<file path="src/rtl/mem_io_bridge_pkg.sv">
// mem_io_bridge_pkg: shared FSM state type and constants for the memory/I-O bridge
package mem_io_bridge_pkg;
    typedef enum logic [1:0] {IDLE, RD_WAIT, RESP, HOLD} bridge_state_t;
    localparam logic [15:0] IO_ADDR_DEFAULT  = 16'hFFFF;
    localparam int          MAX_READ_LATENCY = 4;
endpackage

</file>
<file path="src/rtl/mem_io_bridge_sync_2ff.sv">
// sync_2ff: two-flop synchronizer for asynchronous level inputs
module sync_2ff #(
    parameter int WIDTH = 16
) (
    input  logic             clk,
    input  logic             reset,
    input  logic [WIDTH-1:0] d,
    output logic [WIDTH-1:0] q
);
    logic [WIDTH-1:0] meta;
    always_ff @(posedge clk or negedge reset)
        if (!reset) {q, meta} <= '0;
        else        {q, meta} <= {meta, d};
endmodule

</file>
<file path="src/rtl/mem_io_bridge.sv">
// mem_io_bridge: SLC-3 core to BRAM / memory-mapped I-O bridge; optional MEM_IO_BRIDGE_RANGE_CHECK_EN
module mem_io_bridge
    import mem_io_bridge_pkg::*;
#(
    parameter int          ADDR_WIDTH   = 10,
    parameter int          READ_LATENCY = 2,
    parameter logic [15:0] IO_ADDR      = IO_ADDR_DEFAULT
) (
    input  logic                  clk,
    input  logic                  reset,
    input  logic                  mem_mem_ena,
    input  logic                  mem_wr_ena,
    input  logic [15:0]           mem_addr,
    input  logic [15:0]           mem_wdata,
    output logic [15:0]           mem_rdata,
    output logic                  mem_ready,
    input  logic [15:0]           sw_i,
    output logic [15:0]           hex_o,
    output logic                  err_o,
    output logic                  bram_en,
    output logic                  bram_we,
    output logic [ADDR_WIDTH-1:0] bram_addr,
    output logic [15:0]           bram_wdata,
    input  logic [15:0]           bram_rdata
);
    localparam int CW = $clog2(MAX_READ_LATENCY + 1);
    bridge_state_t  state;
    logic [CW-1:0]  cnt;
    logic           req_io, req_oor, accept, is_io, oor;
    logic [15:0]    sw_sync;
    sync_2ff #(.WIDTH(16)) u_sw_sync (.clk(clk), .reset(reset), .d(sw_i), .q(sw_sync));
    assign accept = state == IDLE && mem_mem_ena;
    assign is_io  = mem_addr == IO_ADDR;
`ifdef MEM_IO_BRIDGE_RANGE_CHECK_EN
    assign oor = !is_io && |(mem_addr >> ADDR_WIDTH);
    always_ff @(posedge clk or negedge reset)
        if (!reset)             err_o <= 1'b0;
        else if (accept && oor) err_o <= 1'b1;
`else
    assign oor   = 1'b0;
    assign err_o = 1'b0;
`endif
    // reset gates the strobes so a mid-access reset kills them at once
    assign bram_en    = reset && accept && !is_io && !oor;
    assign bram_we    = bram_en && mem_wr_ena;
    assign bram_addr  = mem_addr[ADDR_WIDTH-1:0];
    assign bram_wdata = mem_wdata;
    assign mem_ready  = state == RESP;
    always_ff @(posedge clk or negedge reset) begin
        if (!reset) begin
            state     <= IDLE;
            cnt       <= '0;
            req_io    <= 1'b0;
            req_oor   <= 1'b0;
            mem_rdata <= '0;
            hex_o     <= '0;
        end else begin
            unique case (state)
                IDLE: if (mem_mem_ena) begin
                    req_io  <= is_io;
                    req_oor <= oor;
                    if (mem_wr_ena) begin
                        if (is_io) hex_o <= mem_wdata;
                        state <= RESP;
                    end else begin
                        cnt   <= CW'(READ_LATENCY);
                        state <= RD_WAIT;
                    end
                end
                RD_WAIT: begin
                    cnt <= cnt - CW'(1);
                    if (cnt == CW'(1)) begin
                        mem_rdata <= req_io ? sw_sync : req_oor ? 16'h0000 : bram_rdata;
                        state     <= RESP;
                    end
                end
                RESP:    state <= mem_mem_ena ? HOLD : IDLE;
                HOLD:    if (!mem_mem_ena) state <= IDLE;
            endcase
        end
    end
endmodule

</file>
<file path="config.mk">
export PLATFORM = sky130hd
export DESIGN_NAME = mem_io_bridge
export DESIGN_NICKNAME = d
export VERILOG_FILES = /design/src/rtl/mem_io_bridge_pkg.sv /design/src/rtl/mem_io_bridge_sync_2ff.sv /design/src/rtl/mem_io_bridge.sv
export SDC_FILE = /design/constraint.sdc
export NUM_CORES = 1
export LEC_CHECK = 0
export CAP_MARGIN = 10
export CORE_MARGIN = 2
export CORE_UTILIZATION = 44
export CTS_CLUSTER_SIZE = 25
export DETAILED_ROUTE_END_ITERATION = 10
export PLACE_DENSITY = 0.86
export RECOVER_POWER = 25
export SLEW_MARGIN = 20
export SYNTH_ARGS = -nofsm -noshare
export SYNTH_HDL_FRONTEND = slang
export SYNTH_SLANG_ARGS = --single-unit
</file>
<file path="constraint.sdc">
create_clock -name clk -period 3 [get_ports clk]
set_input_delay 0.75 -clock clk [delete_from_list [all_inputs] [get_ports clk]]
set_output_delay 0.75 -clock clk [all_outputs]
set_load 0.01 [all_outputs]
</file>
==> impl_metrics.env <==
export IMPL_outcome="complete, but fails checks"
export IMPL_violations="max-capacitance violations, max-slew violations"
export IMPL_holdWs_ps=348
export IMPL_yosys_warnings=0
export IMPL_vdd_drop_max_mv=0.514
export IMPL_die_area_mm2=0.00695
export IMPL_cts_hold_buf=0
export IMPL_setup_viol=0
export IMPL_maxCapViolations=1
export IMPL_synth_area_leaders="dfrtp_1 (63%), buf_4 (7.3%), mux2i_1 (5.8%)"
export IMPL_synth_seq_cells=70
export IMPL_overflow=0
export IMPL_utilization=0.698
export IMPL_p_leak_nw=1.82
export IMPL_finalCritPeriodShare=0.983
export IMPL_tightest_slew_ps=1650
export IMPL_wirelength_mm=5.93
export IMPL_routed_via_count=1845
export IMPL_layout_nets=389
export IMPL_ios=130
export IMPL_antenna_found_initial=0
export IMPL_fillers=429
export IMPL_cp_max_fo=2
export IMPL_ys_seq_area_frac=0.632
export IMPL_fin_crit_ps=2950
export IMPL_cp_arrival_ps=2200
export IMPL_setup_slack_ps=50.7
export IMPL_dr_pass1_iters=4
export IMPL_yosys_area_top_type="dfrtp_1"
export IMPL_clock_sinks=70
export IMPL_rows=28
export IMPL_startpoint_type="input pin"
export IMPL_port_buffers=128
export IMPL_syn_avg_cell_area_um2=13.7
export IMPL_insertion_delay_ps=340
export IMPL_synth_area_mm2=0.00277
export IMPL_drv_slew=71
export IMPL_register_area_mm2=0.00175
export IMPL_multi_input_area_um2=773
export IMPL_tritoncts="yes"
export IMPL_synth_nets=273
export IMPL_critPathCaptureType="output port"
export IMPL_grt_pass1_vias=1990
export IMPL_place_gp_congestion=0.725
export IMPL_clock_skew_ps=10.7
export IMPL_holdCritPathClass="reg -> reg"
export IMPL_clk_pin_slew_ps=70
export IMPL_die_w_um=83.4
export IMPL_drc_errors=0
export IMPL_initial_core_util=0.463
export IMPL_core_area_mm2=0.00599
export IMPL_grt_max_degree=71
export IMPL_dp_hpwl_mm=4.48
export IMPL_antenna_left=0
export IMPL_dp_slack_ps=-192
export IMPL_antenna_cells=0
export IMPL_synthCells=203
export IMPL_track_usage=0.177
export IMPL_htreeDepth=3
export IMPL_routedWlPerCell_um=14.9
export IMPL_drive_gt1_frac=0.151
export IMPL_slew_headroom=-0.101
export IMPL_power_density_mw_per_mm2=626
export IMPL_cts_buffers=9
export IMPL_drtIter0Drc=53
export IMPL_cp_required_ps=2250
export IMPL_post_synth_num_cell_types=27
export IMPL_avgViaCountPerCell=4.62
export IMPL_critical_path_class="in -> out"
export IMPL_grt_pass1_wl_mm=9.65
export IMPL_area_growth_syn_to_layout_pct=50.9
export IMPL_final_hold_violation_count=0
export IMPL_max_clock_freq_ghz=0.339
export IMPL_cts_path_max_buffers=2
export IMPL_root_buffer="clkbuf_8"
export IMPL_die_y_um=83.4
export IMPL_netlist_area_leader_share=0.632
==> flip-flops by register name, indices dropped and copies added (netlist names) <==
signal / cells
hex_o: 16
u_sw_sync.meta: 16
state: 2
mem_rdata: 16
u_sw_sync.q: 16
req_io: 1
cnt: 3
==> stage by stage <==
stage	instance area, um^2	setup TNS, ps	power [W]	cells
final	4180	0	0.00262	399
after global routing	4180	-21.7	0.00276	399
after CTS	4180	0	0.00266	399
after detailed placement	3980	-341	0.00191	382
after global placement	3980	-242	0.00187	382
after floorplan	2770	0	0.00150	203
==> path summary, 6_finish.rpt <==
path,start,to,slack (ps),cells past startpoint
worst max-delay path,mem_addr[6],bram_en,50,6
worst min-delay path,u_sw_sync.meta[1]$_DFF_PN0_,u_sw_sync.q[1]$_DFF_PN0_,350,0
worst max register to register,cnt[1]$_DFFE_PN0P_,mem_rdata[13]$_DFFE_PN0P_,1170,7
worst min register to register,u_sw_sync.meta[1]$_DFF_PN0_,u_sw_sync.q[1]$_DFF_PN0_,350,0
max in group asynchronous,reset,hex_o[9]$_DFFE_PN0P_,1030,2
min in group asynchronous,reset,u_sw_sync.meta[6]$_DFF_PN0_,1010,2
==> cells in the final DEF, fill, tap and decap left out, types with 2 or more instances in the layout <==
master,n
mux2_2,8
mux2_4,10
nand2b_1,2
a21oi_1,16
clkbuf_8,9
mux2i_1,16
and2_1,2
clkdlybuf4s50_1,108
dfrtp_1,70
o21ai_0,4
nand2_1,2
nand4_1,3
nor2b_1,5
buf_4,10
clkinv_4,2
clkinvlp_4,2
nor2_1,18
dlygate4sd3_1,16
clkbuf_1,2
inv_1,2
ha_1,2
==> area by class of cell <==
| class | instances | share of cell area |
|---|---|---|
| sequential | 70 | 0.419 |
| timing repair buffer | 139 | 0.324 |
| multi-input combinational | 97 | 0.185 |
| clock buffer | 10 | 0.0305 |
| tap | 75 | 0.0224 |
| clock inverter | 6 | 0.0171 |
| inverter | 2 | 0.00180 |
==> logic make-up after synthesis <==
logic type	count (synthesis)	synth area share
flops	70	0.632
fa+ha+maj	2	0.00903
simple gates	37	0.0786
buf+inv	36	0.0898
other cells	1	0.00135
mux	34	0.144
compound gates	23	0.0447
==> critical path: stages <==
cell and delay [ps]:
clkdlybuf4s50_1 490, nand4_2 130, nor4_4 340, nor2_2 80
buf_4 130, dlygate4sd2_1 270
==> Yosys cell counts <==
cell type,number
a21oi_1,16
a22o_1,1
a22oi_1,1
and2_1,2
buf_1,1
buf_2,4
buf_4,27
buf_6,1
clkbuf_1,1
conb_1,1
dfrtp_1,70
ha_1,2
inv_1,2
mux2_2,8
mux2_4,10
mux2i_1,16
nand2_1,2
nand2b_1,2
nand3_4,1
nand4_1,3
nand4_2,1
nor2_1,19
nor2b_1,5
nor3b_2,1
nor4_4,1
o21ai_0,4
o21bai_1,1
==> per-layer routing <==
| metal | global-route usage | up-vias | part of all wire |
|---|---|---|---|
| met1 | 0.201 | 892 | 0.39 |
| met3 | 0.0408 | 8 | 0.044 |
| met4 | 0.0790 | 0 | 0.020 |
| met5 | 0 | - | 0 |
| met2 | 0.317 | 55 | 0.55 |
| li1 | - | 890 | - |
==> where the power goes <==
part           switching (W)  internal, W  leakage (nW)
registers          0.0000975      0.00109         0.840
clock network       0.000356     0.000389        0.0931
logic               0.000284     0.000400         0.889
==> repair_timing <==
item                                    CTS  global route
setup buffers                             1             0
gates cloned                              0             0
endpoints found under the setup margin    2             2
resized for setup                         2             3
pin swaps                                 2             3
(Power assumes the default switching activity.)
